## src/rtl/lcd_frame_writer_if.sv

```systemverilog
// BRAM read-port bundle between the character buffer and lcd_frame_writer.
interface lcd_frame_writer_if;
    logic [11:0] ADDR;
    logic        EN;
    logic        WE;
    logic [3:0]  DO;

    modport master (output ADDR, output EN, output WE, input DO);
    modport slave  (input ADDR, input EN, input WE, output DO);
endinterface

```

## src/rtl/lcd_frame_writer.sv

```systemverilog
// HD44780 4-bit initialiser and continuous two-line refresher fed from the
// 4k x 4 character BRAM (low nibble at 2c, high nibble at 2c+1).
module lcd_frame_writer #(
    parameter int T_PWR      = 750000,
    parameter int T_INIT1    = 205000,
    parameter int T_INIT2    = 5000,
    parameter int T_SETUP    = 2,
    parameter int T_EN       = 12,
    parameter int T_HOLD     = 1,
    parameter int T_NIB      = 50,
    parameter int T_CMD      = 2000,
    parameter int T_CLR      = 82000,
    parameter int LINE2_CHAR = 40
) (
    input  logic               clk,
    input  logic               reset,
    lcd_frame_writer_if.master bram,
    output logic               lcd_e,
    output logic               lcd_rs,
    output logic               lcd_rw,
    output logic [3:0]         lcd_d,
    output logic               init_done,
    output logic               frame_done
);

    function automatic int max_wait();
        int m;
        m = T_PWR;
        if (T_INIT1 > m) m = T_INIT1;
        if (T_INIT2 > m) m = T_INIT2;
        if (T_CLR > m)   m = T_CLR;
        if (T_CMD > m)   m = T_CMD;
        if (T_NIB > m)   m = T_NIB;
        if (T_EN > m)    m = T_EN;
        if (T_SETUP > m) m = T_SETUP;
        if (T_HOLD > m)  m = T_HOLD;
        return m;
    endfunction

    localparam int CNT_W = $clog2(max_wait() + 1);

    function automatic logic [7:0] cfg_byte(input logic [1:0] i);
        case (i)
            2'd0:    return 8'h28;
            2'd1:    return 8'h06;
            2'd2:    return 8'h0C;
            default: return 8'h01;
        endcase
    endfunction

    typedef enum logic [1:0] {PWR_WAIT, INIT, CONFIG, REFRESH} state_t;
    typedef enum logic [1:0] {PH_SETUP, PH_STROBE, PH_HOLD, PH_GAP} phase_t;

    state_t             state, state_nxt;
    phase_t             phase, phase_nxt;
    logic [CNT_W-1:0]   cnt, cnt_nxt;
    logic [1:0]         idx, idx_nxt;
    logic               lo, lo_nxt;
    logic               line, line_nxt;
    logic [4:0]         pos, pos_nxt;
    logic [3:0]         d_nxt;
    logic               rs_nxt;
    logic               done_nxt;
    logic               frame_nxt;
    logic               en_nxt;
    logic [11:0]        addr_nxt;
    logic [7:0]         cfg_cur, cfg_next;
    int                 gap_len;
    logic               fetch_req;
    logic [10:0]        char_base, fetch_char;
    logic [11:0]        fetch_addr;

    assign lcd_rw  = 1'b0;
    assign bram.WE = 1'b0;

    assign cfg_cur  = cfg_byte(idx);
    assign cfg_next = cfg_byte(idx + 2'd1);

    // Gap following the nibble that just finished, chosen by its position.
    always_comb begin
        gap_len = T_CMD;
        case (state)
            INIT: begin
                if (idx == 2'd0)      gap_len = T_INIT1;
                else if (idx == 2'd1) gap_len = T_INIT2;
            end
            CONFIG: begin
                if (!lo)              gap_len = T_NIB;
                else if (idx == 2'd3) gap_len = T_CLR;
            end
            REFRESH: begin
                if (!lo)              gap_len = T_NIB;
            end
            default: gap_len = T_CMD;
        endcase
    end

    // Next data nibble to fetch: low half of the current char, or high half of the next one.
    assign char_base  = line ? 11'(LINE2_CHAR) : 11'd0;
    assign fetch_char = char_base + {6'd0, pos} - {10'd0, ~lo};
    assign fetch_addr = {fetch_char, lo};
    assign fetch_req  = (state == REFRESH) && ((!lo && pos != 5'd0) || (lo && pos != 5'd16));

    always_comb begin
        state_nxt = state;
        phase_nxt = phase;
        cnt_nxt   = cnt;
        idx_nxt   = idx;
        lo_nxt    = lo;
        line_nxt  = line;
        pos_nxt   = pos;
        d_nxt     = lcd_d;
        rs_nxt    = lcd_rs;
        done_nxt  = init_done;
        frame_nxt = 1'b0;
        en_nxt    = 1'b0;
        addr_nxt  = bram.ADDR;

        if (cnt != '0) begin
            cnt_nxt = cnt - 1'b1;
        end else begin
            case (phase)
                PH_SETUP: begin
                    phase_nxt = PH_STROBE;
                    cnt_nxt   = CNT_W'(T_EN - 1);
                end
                PH_STROBE: begin
                    phase_nxt = PH_HOLD;
                    cnt_nxt   = CNT_W'(T_HOLD - 1);
                end
                PH_HOLD: begin
                    phase_nxt = PH_GAP;
                    cnt_nxt   = CNT_W'(gap_len - 1);
                end
                default: begin
                    // End of a gap (or of the power-on wait): present the next nibble.
                    phase_nxt = PH_SETUP;
                    cnt_nxt   = CNT_W'(T_SETUP - 1);
                    case (state)
                        PWR_WAIT: begin
                            state_nxt = INIT;
                            idx_nxt   = 2'd0;
                            d_nxt     = 4'h3;
                            rs_nxt    = 1'b0;
                        end
                        INIT: begin
                            if (idx != 2'd3) begin
                                idx_nxt = idx + 2'd1;
                                d_nxt   = (idx == 2'd2) ? 4'h2 : 4'h3;
                            end else begin
                                state_nxt = CONFIG;
                                idx_nxt   = 2'd0;
                                lo_nxt    = 1'b0;
                                d_nxt     = cfg_byte(2'd0) >> 4;
                            end
                        end
                        CONFIG: begin
                            if (!lo) begin
                                lo_nxt = 1'b1;
                                d_nxt  = cfg_cur[3:0];
                            end else if (idx != 2'd3) begin
                                idx_nxt = idx + 2'd1;
                                lo_nxt  = 1'b0;
                                d_nxt   = cfg_next[7:4];
                            end else begin
                                state_nxt = REFRESH;
                                done_nxt  = 1'b1;
                                line_nxt  = 1'b0;
                                pos_nxt   = 5'd0;
                                lo_nxt    = 1'b0;
                                d_nxt     = 4'h8;
                            end
                        end
                        default: begin
                            if (!lo) begin
                                lo_nxt = 1'b1;
                                rs_nxt = (pos != 5'd0);
                                d_nxt  = (pos == 5'd0) ? 4'h0 : bram.DO;
                            end else if (pos != 5'd16) begin
                                pos_nxt = pos + 5'd1;
                                lo_nxt  = 1'b0;
                                rs_nxt  = 1'b1;
                                d_nxt   = bram.DO;
                            end else begin
                                pos_nxt = 5'd0;
                                lo_nxt  = 1'b0;
                                rs_nxt  = 1'b0;
                                if (!line) begin
                                    line_nxt = 1'b1;
                                    d_nxt    = 4'hC;
                                end else begin
                                    line_nxt  = 1'b0;
                                    d_nxt     = 4'h8;
                                    frame_nxt = 1'b1;
                                end
                            end
                        end
                    endcase
                end
            endcase
        end

        // Read one cycle before the gap ends so DO is valid when the nibble is latched.
        if (phase_nxt == PH_GAP && cnt_nxt == CNT_W'(1) && fetch_req) begin
            en_nxt   = 1'b1;
            addr_nxt = fetch_addr;
        end
    end

    always_ff @(posedge clk or posedge reset) begin
        if (reset) begin
            state      <= PWR_WAIT;
            phase      <= PH_GAP;
            cnt        <= CNT_W'(T_PWR - 1);
            idx        <= 2'd0;
            lo         <= 1'b0;
            line       <= 1'b0;
            pos        <= 5'd0;
            lcd_e      <= 1'b0;
            lcd_rs     <= 1'b0;
            lcd_d      <= 4'h0;
            init_done  <= 1'b0;
            frame_done <= 1'b0;
            bram.ADDR  <= 12'd0;
            bram.EN    <= 1'b0;
        end else begin
            state      <= state_nxt;
            phase      <= phase_nxt;
            cnt        <= cnt_nxt;
            idx        <= idx_nxt;
            lo         <= lo_nxt;
            line       <= line_nxt;
            pos        <= pos_nxt;
            lcd_e      <= (phase_nxt == PH_STROBE);
            lcd_rs     <= rs_nxt;
            lcd_d      <= d_nxt;
            init_done  <= done_nxt;
            frame_done <= frame_nxt;
            bram.ADDR  <= addr_nxt;
            bram.EN    <= en_nxt;
        end
    end

endmodule

```

## src/flat_wrapper.sv

```systemverilog
// flat-port wrapper written by rule: the top's interface ports become plain ports
module lcd_frame_writer_flat 
#(
    parameter int T_PWR      = 750000,
    parameter int T_INIT1    = 205000,
    parameter int T_INIT2    = 5000,
    parameter int T_SETUP    = 2,
    parameter int T_EN       = 12,
    parameter int T_HOLD     = 1,
    parameter int T_NIB      = 50,
    parameter int T_CMD      = 2000,
    parameter int T_CLR      = 82000,
    parameter int LINE2_CHAR = 40
)
  (clk, reset, lcd_e, lcd_rs, lcd_rw, lcd_d, init_done, frame_done, bram_ADDR, bram_EN, bram_WE, bram_DO);
  lcd_frame_writer_if bram_i ();
  input  logic clk;
  input  logic reset;
  output logic lcd_e;
  output logic lcd_rs;
  output logic lcd_rw;
  output logic [3:0] lcd_d;
  output logic init_done;
  output logic frame_done;
  output wire logic [$bits(bram_i.ADDR)-1:0] bram_ADDR;
  output wire logic [$bits(bram_i.EN)-1:0] bram_EN;
  output wire logic [$bits(bram_i.WE)-1:0] bram_WE;
  input wire logic [$bits(bram_i.DO)-1:0] bram_DO;
  assign bram_ADDR = bram_i.ADDR;
  assign bram_EN = bram_i.EN;
  assign bram_WE = bram_i.WE;
  assign bram_i.DO = bram_DO;
  lcd_frame_writer #(.T_PWR(T_PWR), .T_INIT1(T_INIT1), .T_INIT2(T_INIT2), .T_SETUP(T_SETUP), .T_EN(T_EN), .T_HOLD(T_HOLD), .T_NIB(T_NIB), .T_CMD(T_CMD), .T_CLR(T_CLR), .LINE2_CHAR(LINE2_CHAR)) u_core (.clk(clk), .reset(reset), .bram(bram_i), .lcd_e(lcd_e), .lcd_rs(lcd_rs), .lcd_rw(lcd_rw), .lcd_d(lcd_d), .init_done(init_done), .frame_done(frame_done));
endmodule
```

## config.mk

```make
export PLATFORM = sky130hd
export DESIGN_NAME = lcd_frame_writer_flat
export DESIGN_NICKNAME = d
export VERILOG_FILES = /design/src/rtl/lcd_frame_writer_if.sv /design/src/rtl/lcd_frame_writer.sv /design/src/flat_wrapper.sv
export SDC_FILE = /design/constraint.sdc
export NUM_CORES = 1
export LEC_CHECK = 0
export CAP_MARGIN = 20
export CORE_MARGIN = 4
export CORE_UTILIZATION = 60
export DETAILED_ROUTE_END_ITERATION = 10
export PLACE_DENSITY = 0.77
export SLEW_MARGIN = 20
export SYNTH_ARGS = -nofsm -noshare
export SYNTH_HDL_FRONTEND = slang
export SYNTH_SLANG_ARGS = --single-unit
```

## constraint.sdc

```tcl
create_clock -name clk -period 3.8 [get_ports clk]
set_input_delay 0.38 -clock clk [delete_from_list [all_inputs] [get_ports clk]]
set_output_delay 0.38 -clock clk [all_outputs]
set_load 0.01 [all_outputs]
```

Word-level counts from Yosys, hierarchy flattened
Index checks and enable logic that the tools add are counted.
{"block": "classes", "addsub": 6, "n_reduce_logical": 27, "muxes": 53, "eq_ne": 20, "bitwise": 7}
{"operator": "$pmux 20 s3", "n": 2}
{"operator": "$mux 17", "n": 2}
{"operator": "$mux 4", "n": 6}
{"operator": "$pmux 4 s3", "n": 2}
{"operator": "$eq 20x1->1 const B", "n": 1}
{"operator": "$mux 20", "n": 1}
{"operator": "$mux 5", "n": 4}
{"operator": "$reduce_bool 20->1", "n": 1}
{"operator": "$sub 20x1->20 const B", "n": 1}
{"operator": "$sub 20x2->20 const B", "n": 1}
{"operator": "$mux 18", "n": 1}
{"operator": "$pmux 2 s3", "n": 3}
{"operator": "$pmux 6 s3", "n": 1}
{"operator": "$mux 1", "n": 16}
{"operator": "$reduce_and 5->1", "n": 3}
{"operator": "$eq 2x2->1 const B", "n": 7}
{"operator": "$mux 2", "n": 7}
{"operator": "$mux 13", "n": 1}
{"operator": "$reduce_and 6->1", "n": 2}
{"operator": "$add 11x5->11", "n": 1}
{"operator": "$mux 11", "n": 1}
{"operator": "$sub 11x1->11", "n": 1}
{"operator": "$eq 2x1->1 const B", "n": 5}
{"operator": "$pmux 5 s2", "n": 1}
{"operator": "other kinds (21)", "n": 42}
{"block": "totals", "reg_bits": 54, "inputBits": 6}

Depth between registers and ports, before layout
Gate-level depths: netlist of run 1.
{"block": "logic_depth", "depth_word": 11, "mapped_depth": 14}

Worst setup path before layout of run 1
OpenSTA, ideal clock, no wires.
{"block": "synth_timing", "kind": "reg2reg", "from": "register u_core.state[0]", "to": "register u_core.bram.ADDR[11]", "arrival_time_ns": 3.316, "stages_incl_launch_ff": 14, "required_ns": 3.675, "slack_ns": 0.359, "period_less_slack_ns": 3.441, "n_path_buf": 2, "cell_sequence": "dfrtp_1 -> inv_1 -> ha_1 -> clkbuf_1 -> nor2_1 -> or3_1 -> ha_1 -> and3_1 -> a2111oi_0 -> o31ai_2 -> a2111oi_4 -> nand4_2 -> buf_6 -> mux2_4"}
{"block": "synth_between", "elab_chain_cells": 8, "elab_cells_between_ends": 11, "cone_classes": "add/sub: 1; eq/ne: 4; mux: 3; reduce/logical: 3"}
{"item": "from (decl)", "line": "lcd_frame_writer.sv:54", "rtl": "state_t state, state_nxt;"}
{"item": "from (signal assigned)", "line": "lcd_frame_writer.sv:227", "rtl": "state <= state_nxt;"}
{"item": "$eq 2x2->1 or $eq 2x1->1 (tied branches)", "line": "lcd_frame_writer.sv:82", "rtl": "case (state)"}
{"item": "$pmux 20 s3 (*)", "line": "lcd_frame_writer.sv:82"}
{"item": "$sub 20x2->20 (*)", "line": "lcd_frame_writer.sv:133", "rtl": "cnt_nxt = CNT_W'(gap_len - 1);"}
{"item": "$pmux 20 s3 (*)", "line": "lcd_frame_writer.sv:122", "rtl": "case (phase)"}
{"item": "$mux 20 (*)", "line": "lcd_frame_writer.sv:119", "rtl": "if (cnt != '0) begin"}
{"item": "named net u_core.cnt_nxt[8]", "line": "lcd_frame_writer.sv:56", "rtl": "logic [CNT_W-1:0] cnt, cnt_nxt;"}
{"item": "$eq 20x1->1 (*)", "line": "lcd_frame_writer.sv:204", "rtl": "if (phase_nxt == PH_GAP && cnt_nxt == CNT_W'(1) && fetch_req) begin"}
{"item": "$logic_and 1x1->1 (*) (2 in a row)", "line": "lcd_frame_writer.sv:204"}
{"item": "to (signal assigned)", "line": "lcd_frame_writer.sv:239", "rtl": "bram.ADDR <= addr_nxt;"}
{"item": "to (decl)", "line": "lcd_frame_writer_if.sv:8", "rtl": "modport master (output ADDR, output EN, output WE, input DO);"}
The timed path passes the listed nets; every way through them passes the cells marked *.
A chain may end at the register's enable or synchronous reset.

Worst setup path after layout of run 1
{"block": "layout_timing", "from": "register u_core.state[1]", "to": "register u_core.bram.ADDR[0]"}
The elaborated chain is that of the path after synthesis.

==> results.cfg, run 1 <==
[synthesis]
yosysSeqAreaShare = 0.349
ys.flop_type = dfrtp_1
netlist_top_cells_area = dfrtp_1 (25%), ha_1 (10%), dfstp_2 (10%), nor2_1 (3.9%), o21ai_0 (3.7%)
netlist.area_leader.share = 0.249
ys_ff_latch = 54
ys_warn_count = 0
synth_cell_type_count = 66
synth_edf_count = 0
synthCells = 436
async_reset_ff_frac = 1.00
mappedNetlistArea_mm2 = 0.00392
avgSynthCellArea_um2 = 9.00
yosys.area.top_type = dfrtp_1

[critical_path]
critPathSlowestCell = a2111oi_1
crit_top_cell = ha_1
cp_max_fo = 10
cp.arrival_ps = 3690
path_cells = inv_1, ha_1, or3_1, ha_1, and3_1, a2111oi_1, o31ai_2, a2111oi_4, nand4_4, mux2_1
worstPathRequired_ps = 3990
cp-end-kind = register
crit_type = register to register
slowest_delay_ps = 530
start_kind = register

[placement]
dp_hpwl_mm = 7.10
numPortBuffers = 26
routabilityCongestion = 1.03
dp_slack_ps = 115

[die]
rows = 29
core_area_mm2 = 0.00635
initial_core_util = 0.618
dieHeight_um = 88.9
num_io_pins = 29
die_area_mm2 = 0.00790
die_w_um = 88.9

[route]
drtIter0Drc = 253
num_vias = 3357
dr.pass1.iters = 5
wirelength_mm = 9.19
avgViaCountPerCell = 6.21
ant_nets = 0
drc_errors = 0
post_drt_wl_per_cell_um = 17.0

[flow_run]
cap_violations = 0

[clock_network]
clk_latency_ps = 300
cts_buffers = 5
cts_setup_buffers = 0
clockBufferDepth = 2
cts_tree = done
cts_num_sinks = 54
cts_root_buf = clkbuf_8
h-tree-depth = 2
clk_pin_slew_worst_paths_ps = 100

[timing]
final.setup_skew_ps = 8.48
rsz0062_at_grt = false
setup_slack_ps = 302
slew_viol_final = 0
worst_slew_pin_slew_ps = 649
timing.fmax_mhz = 286
fin_hold_ws_ps = 442
slew-limit-headroom = 0.564
tns_ps = 0
setup_violations = 0
period_minus_slack_ps = 3500
fin_crit_sh = 0.920
final_hold_viol_count = 0

[finish]
multi_input_area_mm2 = 0.00237
fin_nets = 502
fillers = 519
seq_area_mm2 = 0.00137
antennaDiodeCount = 0
drive_gt1_frac = 0.114
area_growth_syn_to_layout_pct = 11.7

[outcome]
status = completed

[grt]
grt_pass1_vias = 3174
antenna_found_initial = 0
grt_max_degree = 29
track_usage = 0.252
grt_pass1_wl_mm = 15.7
grt-ovfl-total = 0

[min_path]
worstHoldPathType = input port to async pin

[power_and_ir_drop]
power.leakage_uw = 0.00191
power.density_mw_per_mm2 = 211
p_total_uw = 925
ir_worst_vdd_mv = 0.171
## power breakdown
| group | switching, µW | leakage (µW) | internal (µW) | total [µW] |
|---|---|---|---|---|
| Sequential | 0 | 0.000671 | 575 | 575 |
| Combinational | 13.4 | 0.00119 | 5.59 | 19.0 |
| Clock | 183 | 0.0000482 | 148 | 330 |
## per-layer routing
metal,GRT usage,routed length (µm),share of wire,vias to the layer above
met5,0,0,0,-
met4,0.0508,96,0.010,0
met3,0.0317,535,0.058,9
met2,0.400,4300,0.47,105
met1,0.369,4260,0.46,1628
li1,-,-,-,1615
## synthesized netlist by cell type (3+ instances only)
master      n
nor2_1     41
dfrtp_1    39
nand2_1    35
ha_1       32
o21ai_0    29
inv_1      27
a21oi_1    21
dfstp_2    15
clkbuf_1   13
nor2b_1    13
xnor2_1    11
mux2i_1     9
nand3_1     9
nand4_1     9
or3_1       9
a31oi_1     8
nor3_1      8
mux2_4      7
nand2b_1    6
or4_1       6
nor3b_1     5
nor4_1      5
o31ai_1     5
a21o_1      4
and2_1      4
mux2_1      4
o21bai_1    4
xor2_1      4
a2111oi_0   3
a211oi_1    3
buf_4       3
o21ai_1     3
o41ai_1     3
## layout make-up
class,instances,share of cell area
tap,77,0.0220
inverter,27,0.0231
clock buffer,7,0.0197
clock inverter,1,0.00114
timing repair buffer,38,0.0799
sequential,54,0.312
multi-input combinational,337,0.542
## flip-flops by register name (all words and copies together), names as in the netlist
signal	count
u_core.lcd_e	1
u_core.cnt	20
u_core.state	2
u_core.lcd_rs	1
u_core.bram.EN	1
u_core.line	1
u_core.idx	2
u_core.lcd_d	4
u_core.frame_done	1
u_core.init_done	1
u_core.pos	5
u_core.lo	1
u_core.phase	2
u_core.bram.ADDR	12
## cells in the final DEF, fill, tap and decap left out, types with 7 or more instances in the layout
cell type,instances
nand3_1,9
clkdlybuf4s50_1,26
dfrtp_1,39
ha_1,32
or3_1,9
buf_4,12
nor2_1,41
a31oi_1,8
nand2_1,35
mux2_4,7
xnor2_1,11
mux2i_1,9
dfstp_2,15
inv_1,26
a21oi_1,21
nand4_1,9
nor3_1,8
nor2b_1,13
o21ai_0,29
## metrics by stage
stage	cells	util	area (µm²)
after global placement	533	0.674	4280
final	541	0.690	4380
after global routing	541	0.690	4380
after CTS	541	0.689	4370
after detailed placement	533	0.674	4280
after floorplan	437	-	3930
## final timing paths
| kind | startpoint | to | slack [ps] | cells after the start |
|---|---|---|---|---|
| min in group clk | u_core.init_done | u_core.init_done | 480 | 1 |
| worst min-delay path | reset | u_core.bram.ADDR[9] | 440 | 2 |
| worst min register to register | u_core.init_done | u_core.init_done | 480 | 1 |
| worst max-delay path | u_core.state[1] | u_core.bram.ADDR[0] | 300 | 10 |
| worst max register to register | u_core.state[1] | u_core.bram.ADDR[0] | 300 | 10 |
| max in group asynchronous | reset | u_core.cnt[12] | 2530 | 3 |
## worst max-delay path: cells and delay by family (launching register included)
family,cells,cell delay [ps]
compound gates,3,1000
simple gates,3,870
flops,1,520
fa+ha+maj,2,480
mux,1,400
buf+inv,1,130
## logic make-up (layout without fill, tap and decap cells)
| family | after synthesis | after routing | share of synthesized area |
|---|---|---|---|
| fa+ha+maj | 33 | 33 | 0.107 |
| compound gates | 106 | 106 | 0.181 |
| mux | 21 | 21 | 0.0641 |
| xor+xnor | 15 | 15 | 0.0335 |
| other cells | 1 | 2 | 0.000956 |
| buf+inv | 46 | 73 | 0.0491 |
| flops | 54 | 54 | 0.349 |
| simple gates | 160 | 160 | 0.215 |
## what timing repair did
item | in CTS | in global routing
hold endpoints to repair | 0 | 0
endpoints found under the setup margin | 0 | 12
hold buffers | 0 | 0
gates resized for setup | 0 | 2
Power figures use the tool's default switching activity.
==> inputs of run 2 (changes only) <==
--- a/config.mk
+++ b/config.mk
@@ -7,9 +7,10 @@
 export LEC_CHECK = 0
 export CAP_MARGIN = 20
 export CORE_MARGIN = 4
-export CORE_UTILIZATION = 60
+export CORE_UTILIZATION = 30
 export DETAILED_ROUTE_END_ITERATION = 10
-export PLACE_DENSITY = 0.77
+export PLACE_DENSITY = 0.42
+export SKIP_LAST_GASP = 1
 export SLEW_MARGIN = 20
 export SYNTH_ARGS = -nofsm -noshare
 export SYNTH_HDL_FRONTEND = slang
==> results.cfg, run 2 (same netlist as run 1, synthesis figures left out) <==
[outcome]
status = completed

[finish]
mostFrequentLayoutCells = nor2_1 (41), dfrtp_1 (39), nand2_1 (35)
fin_nets = 503
fin_cells = 637
largest_register_ffs = 20
fillers = 1371
final_common_cell = nor2_1
area_growth_syn_to_layout_pct = 16.4
antennaDiodeCount = 0
drive_gt1_frac = 0.118
largestRegisters = u_core.cnt (20), u_core.bram.ADDR (12), u_core.pos (5)
regMostFlops = u_core.cnt

[grt]
grt_max_degree = 55
grt_pass1_vias = 3209
track_usage = 0.149
grt_pass1_wl_mm = 17.5
grt-ovfl-total = 0
antenna_found_initial = 0

[route]
post_drt_wl_per_cell_um = 16.3
drc_errors = 0
ant_nets = 0
wirelength_mm = 10.4
drtIter0Drc = 169
num_vias = 3259
avgViaCountPerCell = 5.12
dr.pass1.iters = 5

[timing]
tns_ps = 0
period_minus_slack_ps = 3580
final_hold_viol_count = 0
final.setup_skew_ps = 12.5
slew-limit-headroom = 0.512
fin_crit_sh = 0.941
slew_viol_final = 0
worst_slew_pin_slew_ps = 733
setup_violations = 0
rsz0062_at_grt = false
timing.fmax_mhz = 280

[clock_network]
cts_buffers = 5
clockBufferDepth = 2
cts_root_buf = clkbuf_16
cts_tree = done
clk_pin_slew_worst_paths_ps = 80
clk_latency_ps = 320
cts_num_sinks = 54
h-tree-depth = 2
holdBufCountCts = 0

[critical_path]
worstPathRequired_ps = 4000
reg2reg_slack_ps = 220
worstSetupEndpoint = u_core.bram.ADDR[2]
slowest_delay_ps = 510
r2r_cells = 11
start_kind = register
r2r_end = u_core.bram.ADDR[2]
cp-end-kind = register
cp-startpoint = u_core.state[1]
cp.arrival_ps = 3770
cp_max_fo = 12
critPathSlowestCell = dfrtp_1
path_cells = ha_1, nor2_1, or3_1, ha_1, and3_1, a2111oi_1, o31ai_2, a2111oi_4, nand4_2, buf_4, mux2_1
r2r_start = u_core.state[1]
crit_top_cell = ha_1
crit_type = register to register

[power_and_ir_drop]
power_frac_seq = 0.525
swShare = 0.227
comb_power_share = 0.018
ir_worst_vdd_mv = 0.144
power.density_mw_per_mm2 = 240
intPower_uw = 846
clock_power_share = 0.457
power_switching_uw = 249
power.leakage_uw = 0.00195

[die]
num_io_pins = 29
core_area_mm2 = 0.0127
rows = 41
die_w_um = 122
dieHeight_um = 122
initial_core_util = 0.308
die_area_mm2 = 0.0150

[placement]
dp_hpwl_mm = 7.75
dp_cells = 629
routabilityCongestion = 0.899
numPortBuffers = 26

[min_path]
whs_path_depth = 2
worstHoldPathType = register to register

[flow_run]
cap_violations = 0
[run 2: cell count changes in the layout (fill, tap and decap cells not counted), sizes merged]
cell | previous run | this run
buf | 12 | 13
clkbuf | 7 | 6
clkinv | 1 | 0
clkinvlp | 0 | 1
inv | 27 | 28
[run 2: routing by layer]
layer	track usage	vias to the layer above	part of all wire
met5	0	-	0
met4	0.0434	0	0.015
met3	0.0359	9	0.050
met2	0.228	71	0.45
met1	0.208	1561	0.48
li1	-	1618	-
[run 2: worst max-delay path: cells and delay by family (launching register included)]
family	cells	cell delay (ps)
buffers and inverters	1	220
adder cells (fa/ha/maj)	2	630
multiplexers	1	330
flip-flops	1	510
AO/OA/AOI/OAI	3	950
AND/OR/NAND/NOR	4	830
[run 2: repair_timing]
item                       4_1_cts  5_1_grt
setup buffers                    0        0
setup endpoints to repair        0        9
resized for setup                0        1
[run 2: worst min path at each step]
stage	startpoint	to	slack, ps
after floorplan	u_core.pos[3]	u_core.pos[3]	490
after global placement	u_core.init_done	u_core.init_done	460
after detailed placement	u_core.lcd_d[0]	u_core.lcd_d[0]	470
after CTS	u_core.lcd_d[0]	u_core.lcd_d[0]	490
after global routing	u_core.lcd_d[2]	u_core.lcd_d[2]	510
final	u_core.lcd_d[3]	u_core.lcd_d[3]	490
[run 2: power by group through the flow]
stage	clock, µW	sequential [µW]	combinational (µW)
floorplan	0	586	11.2
global placement	0	586	20.6
detailed placement	0	586	21.0
CTS	527	575	21.0
global route	551	575	23.6
finish	501	575	19.6
[run 2: stage by stage]
stage	utilization	setup WS, ps	hold WS, ps	power [µW]	area (µm²)
floorplan	-	359	489	597	3930
global placement	0.347	348	459	606	4410
detailed placement	0.347	173	471	607	4410
CTS	0.359	165	491	1120	4560
global route	0.359	8.67	514	1150	4570
finish	0.359	224	486	1100	4570
[run 2: final cells by class]
cell class / instances / area, µm² / share of cell area
clock buffer: 6 / 139 / 0.0304
sequential: 54 / 1370 / 0.300
inverter: 27 / 101 / 0.0222
clock inverter: 2 / 16.3 / 0.00356
timing repair buffer: 39 / 358 / 0.0784
tap: 172 / 215 / 0.0471
multi-input combinational: 337 / 2370 / 0.518
